File: src/rtl/flit_assembler.sv
// flit_assembler: joins the head and tail flits of 2-flit NoC packets into a
// single {head_flit, tail_flit} word and holds it until downstream accepts.
// Single-flit (head+tail) packets are emitted as {flit, zeros}. Protocol
// errors (orphan tail/body, VC mismatch, abandoned head) pulse err_out.
// Optional build macro FLIT_ASM_ERR_CNT_EN adds a saturating 16-bit error
// counter (err_cnt) with a synchronous clear (err_cnt_clr).
//
// Handshake (valid/ready): a flit transfers on a cycle where
// flit_in[W-1] == 1 and ready_out == 1; a packet transfers on a cycle where
// pkt_out valid (out_full) and ready_in are both 1. pkt_out is held stable
// while it is valid and ready_in is 0. ready_out never depends on flit_in.
module flit_assembler #(
  parameter int WIDTH_PKT        = 36,
  localparam int WIDTH_FLIT      = WIDTH_PKT / 2,
  parameter int VC_ADDRESS_WIDTH = 1,
  parameter int ADDRESS_WIDTH    = 4
) (
  input  logic                  clk,
  input  logic                  rst,
  input  logic [WIDTH_FLIT-1:0] flit_in,
  output logic                  ready_out,
  output logic [WIDTH_PKT-1:0]  pkt_out,
  input  logic                  ready_in,
  output logic                  state_dbg,
  output logic                  err_out
`ifdef FLIT_ASM_ERR_CNT_EN
  ,
  input  logic                  err_cnt_clr,
  output logic [15:0]           err_cnt
`endif
);

  // The address field rides inside the head flit untouched; it only has to fit.
  if ((WIDTH_PKT % 2 != 0) ||
      (3 + VC_ADDRESS_WIDTH + ADDRESS_WIDTH > WIDTH_FLIT)) begin : g_bad_params
    $error("flit_assembler: WIDTH_PKT must be even and wide enough for the flit header");
  end

  typedef enum logic {
    WAIT_HEAD = 1'b0,
    WAIT_TAIL = 1'b1
  } state_t;

  state_t                      state, state_nxt;
  logic [WIDTH_FLIT-1:0]       head_reg, head_nxt;
  logic [VC_ADDRESS_WIDTH-1:0] head_vc, vc_nxt;
  logic                        out_full;
  logic [WIDTH_PKT-1:0]        pkt_reg;

  logic                        flit_fire;
  logic                        is_head;
  logic                        is_tail;
  logic [VC_ADDRESS_WIDTH-1:0] flit_vc;
  logic                        load;
  logic [WIDTH_PKT-1:0]        load_word;
  logic                        err;

  assign ready_out = !out_full || ready_in;
  assign flit_fire = (flit_in[WIDTH_FLIT-1] == 1'b1) && ready_out;
  assign is_head   = flit_in[WIDTH_FLIT-2];
  assign is_tail   = flit_in[WIDTH_FLIT-3];
  assign flit_vc   = flit_in[WIDTH_FLIT-4 -: VC_ADDRESS_WIDTH];

  // pkt_reg is cleared whenever the word leaves, so it reads zero when empty.
  assign pkt_out   = pkt_reg;
  assign state_dbg = (state == WAIT_TAIL);
  // Errors are reported in the cycle of the offending flit, never in reset.
  assign err_out   = err && !rst;

  // Next-state, head capture and packet-load decisions for the accepted flit.
  always_comb begin
    state_nxt = state;
    head_nxt  = head_reg;
    vc_nxt    = head_vc;
    load      = 1'b0;
    load_word = '0;
    err       = 1'b0;
    if (flit_fire) begin
      if (state == WAIT_TAIL && !is_head) begin
        if (is_tail && (flit_vc == head_vc)) begin
          load      = 1'b1;
          load_word = {head_reg, flit_in};
          state_nxt = WAIT_HEAD;
        end else begin
          // Body flit or tail on the wrong VC: drop, keep waiting for the tail.
          err = 1'b1;
        end
      end else begin
        // A head arriving in WAIT_TAIL abandons the pending head, then is
        // treated exactly like a head in WAIT_HEAD.
        if (state == WAIT_TAIL) begin
          err = 1'b1;
        end
        if (!is_head) begin
          err = 1'b1;
        end else if (is_tail) begin
          load      = 1'b1;
          load_word = {flit_in, {WIDTH_FLIT{1'b0}}};
          state_nxt = WAIT_HEAD;
        end else begin
          head_nxt  = flit_in;
          vc_nxt    = flit_vc;
          state_nxt = WAIT_TAIL;
        end
      end
    end
  end

  // State, head capture and output register; a load in the same cycle as a
  // packet transfer replaces the old word so out_full stays set.
  always_ff @(posedge clk) begin
    if (rst) begin
      state    <= WAIT_HEAD;
      head_reg <= '0;
      head_vc  <= '0;
      out_full <= 1'b0;
      pkt_reg  <= '0;
    end else begin
      state    <= state_nxt;
      head_reg <= head_nxt;
      head_vc  <= vc_nxt;
      if (load) begin
        pkt_reg  <= load_word;
        out_full <= 1'b1;
      end else if (out_full && ready_in) begin
        pkt_reg  <= '0;
        out_full <= 1'b0;
      end
    end
  end

`ifdef FLIT_ASM_ERR_CNT_EN
  // Saturating error counter; a clear coinciding with an error leaves 1.
  always_ff @(posedge clk) begin
    if (rst) begin
      err_cnt <= '0;
    end else if (err_cnt_clr) begin
      err_cnt <= err_out ? 16'd1 : 16'd0;
    end else if (err_out && (err_cnt != 16'hFFFF)) begin
      err_cnt <= err_cnt + 16'd1;
    end
  end
`endif

endmodule
File: config.mk
export PLATFORM = sky130hd
export DESIGN_NAME = flit_assembler
export DESIGN_NICKNAME = d
export VERILOG_FILES = /design/src/rtl/flit_assembler.sv
export SDC_FILE = /design/constraint.sdc
export NUM_CORES = 1
export LEC_CHECK = 0
export CAP_MARGIN = 20
export CORE_UTILIZATION = 47
export CTS_CLUSTER_SIZE = 24
export DETAILED_ROUTE_END_ITERATION = 8
export PLACE_DENSITY = 0.79
export SLEW_MARGIN = 20
export SYNTH_ARGS = -nofsm -noshare
export SYNTH_HDL_FRONTEND = slang
export SYNTH_SLANG_ARGS = --single-unit
File: constraint.sdc
create_clock -name clk -period 1.9 [get_ports clk]
set_input_delay 0.38 -clock clk [delete_from_list [all_inputs] [get_ports clk]]
set_output_delay 0.38 -clock clk [all_outputs]
set_load 0.02 [all_outputs]
==> results.md <==
Outcome:
- The flow ran to the end, and the final reports show no timing, DRC or antenna violations.

Worst setup path:
- The kind of capture point of the worst setup path is a primary output.
- The endpoint of the most critical setup path is err_out.
- Data arrives at the worst endpoint at 1500 ps.
- Data on the critical path is required at its endpoint by 1520 ps.
- The depth of the worst register-to-register path is 6.
- The setup path with the least slack is of type primary input to primary output.
- The startpoint identified for the worst register-to-register timing path is state_dbg.
- The end of the worst register-to-register path is pkt_out[2].
- The worst-path maximum fanout is 4.
- The timing startpoint of the critical path is flit_in[16].
- The worst register-to-register path has a setup slack of 230 ps.
- STA classifies the critical path startpoint as a primary input.

Global route:
- The number of global-route vias before repair was 1643.
- The number of antenna violations at the first check in global routing is 0.
- The all-layer global routing usage is 20.8%.
- The first global-routing pass estimated 7.94 mm of wire.
- The total congestion overflow after global routing is 0.
- The largest net degree at the start of global routing is 24.

Synthesis:
- In this run the mean area of a mapped cell was 11.9 um2.
- The total number of yosys warnings is 0.
- The summed instance area of the synthesized netlist is 2110 um2.
- The synthesized design contains 55 register bits.
- The share of the yosys chip area belonging to registers is 52.1%.
- The number of different library cells in the post-synthesis netlist is 30.
- When the netlist entered floorplanning its net count stood at 198.
- Counting every instance in the synthesized netlist gives 177.

Layout:
- The register with the most flip-flops in the layout has 36 of them.
- The area growth from synthesis to layout is 43.6%.
- The top cell types in the final layout, fill and taps aside, are dfxtp_1 (55), clkdlybuf4s50_1 (55), nor2_1 (20), buf_4 (17), a22oi_1 (16).
- With fillers left out, the area of the finished cells amounts to 3040 um2.
- Measured on the finished design, the core utilization comes to 70.2%.
- The share of layout cells above drive strength 1 is 20.2%.
- In the final design database the tool counted 272 nets.
- The final antenna diode count is 0.

Clock tree:
- After clock tree synthesis, the clock-pin slew on the worst setup and hold paths is 90 ps.
- The clock insertion delay at the later pin of the skew report is 300 ps.
- The depth of the CTS H-tree is 2.
- In this run the deepest clock path goes through 2 buffers.
- The number of clock buffers added by TritonCTS is 5.
- The root buffer cell is clkbuf_8.
- TritonCTS built the clock tree.
- The tree built by TritonCTS fans out to 55 sinks.
- The quantity of hold-fixing buffers added after cts is 0.

Placed design:
- In this run the cell area measured after placement is 2860 um2.
- Input and output buffers added on the ports amount to 59.
- The half-perimeter wire length of the detailed placement result is 3.21 mm.
- At the end of routability-driven placement, the weighted congestion stood at 0.775.

Timing:
- The setup-violating endpoint count in the final report is 0.
- The worst-margin pin slew is 293 ps.
- The post-route clock period utilization is 99.1%.
- The fmax is 0.531 GHz.
- Setup total negative slack on the finished layout was measured at 0 ps.
- The post-layout minimum cycle time is 1880 ps.
- The number of max-slew violations in the final report is 0.
- The number of endpoints with negative hold slack in the final report is 0.
- Setup repair after global routing could not meet its margin everywhere.
- The worst pin sits at a relative slew slack of 80.5%.
- The clock skew is 12.6 ps.

Power and ir drop:
- IR analysis of the VDD net gives a maximum drop of 794 uV.
- The total power divided by cell area is 734 nW/um2.
- The leakage power is 0.00112 uW.

Die:
- In this run the standard cell core region covers 4320 um2.
- The die area is 4770 um2.
- The floorplan step set the die width to 69.1 um.
- The floorplan die height is 69.1 um.
- The floorplan has 24 rows.
- The number of placed I/O pins is 60.
- The initial utilization of the core area, before any placement, comes to 48.9%.

Route:
- After detailed routing, the number of vias per cell comes to 5.53.
- The met3 wire length is 235 um.
- The total via count in the routed design is 1682.
- In the detailed route, the total length drawn on met2 is 2.38 mm.
- The first-pass iteration count of the detailed router is 4.
- The post-route antenna net violation count is 0.
- The wire length reported by the detailed router is 4.86 mm.
- The total routed wire length on the met1 layer is 2.24 mm.
- In this run, the number of DRC markers left after iteration 0 of detailed routing was 102.
- The highest layer touched by signal routing is met4.
- After detailed routing, the average wire length per cell comes to 16.0 um.
- The remaining design rule violation count is 0.

Worst hold path:
- The classification of the worst-slack hold path is flop to flop.

Job:
- The count of max-cap constraint violations is 0.
-- final cells by class --
cell class                 instances  area [um2]
clock inverter                     3        46.3
inverter                           3        11.3
clock buffer                       5        68.8
sequential                        55        1100
multi-input combinational        106         943
tap                               52        65.1
fill                             347        1290
timing repair buffer              80         800
-- routing by layer --
metal / track usage [%] / vias up
met2: 34.0 / 43
met4: 4.08 / 0
met1: 27.0 / 833
li1: - / 804
met5: 0 / -
met3: 6.73 / 2
-- worst min-delay path by stage --
stage | from | endpoint | slack [ps] | depth (start not counted)
floorplan | head_reg[17] | head_reg[17] | 440 | 2
global placement | pkt_out[15] | pkt_out[15] | 440 | 1
detailed placement | pkt_out[15] | pkt_out[15] | 440 | 1
CTS | pkt_out[15] | pkt_out[15] | 460 | 1
global route | pkt_out[32] | pkt_out[32] | 490 | 1
finish | pkt_out[17] | pkt_out[17] | 460 | 1
-- cell usage after synthesis --
master	count	area share, %
o211a_4	1	0.83
mux2i_1	15	7.1
xor2_2	1	0.77
nor2b_1	1	0.30
o2bb2ai_2	10	7.1
nor3b_4	1	0.89
nor3_4	1	0.77
clkbuf_1	5	0.89
a221o_1	1	0.47
nor2_1	20	3.6
nand2_1	1	0.18
a221oi_4	1	1.2
inv_1	3	0.53
buf_4	4	1.4
and2_1	1	0.30
a21oi_1	3	0.71
nand3b_1	1	0.36
and2_4	1	0.41
a22oi_1	16	5.7
o2bb2ai_1	7	2.9
a21o_1	2	0.71
dfxtp_1	55	52
a2111oi_0	1	0.41
buf_6	4	2.1
o21bai_2	1	0.53
and4_1	1	0.41
a22o_1	15	6.2
nand3_1	1	0.24
o21ai_0	1	0.24
nand2b_1	2	0.59
-- logic make-up (layout without fill, tap and decap cells) --
| logic type | Yosys count | in the layout | synth area share [%] |
|---|---|---|---|
| compound gates | 59 | 59 | 27.1 |
| mux | 15 | 15 | 7.10 |
| xor+xnor | 1 | 1 | 0.770 |
| buf+inv | 16 | 91 | 4.97 |
| flops | 55 | 55 | 52.1 |
| simple gates | 31 | 31 | 7.99 |
-- worst max-delay path, stage by stage --
cell and delay [ps]:
clkdlybuf4s50_1 430, buf_4 170, a2111oi_4 330, buf_4 190
-- stage by stage --
stage,setup WS (ps),power (uW),hold WS (ps),std cells
after floorplan,141,1350,441,177
after global placement,-641,1470,435,294
after detailed placement,-670,1480,439,294
after CTS,-44.9,2240,460,304
after global routing,-10.1,2310,491,304
final,16.2,2230,459,304
-- timing repair --
action | 4_1_cts | 5_1_grt
gates resized for setup | 8 | 6
pin swaps | 1 | 1
endpoints found under the setup margin | 19 | 1
setup buffers | 2 | 0
-- power breakdown --
group,internal (uW),leakage [uW],switching (uW),total [uW]
logic,132,0.000621,131,263
registers,1180,0.000445,16.5,1190
clock network,397,0.0000548,376,773
(Power assumes the default switching activity.)
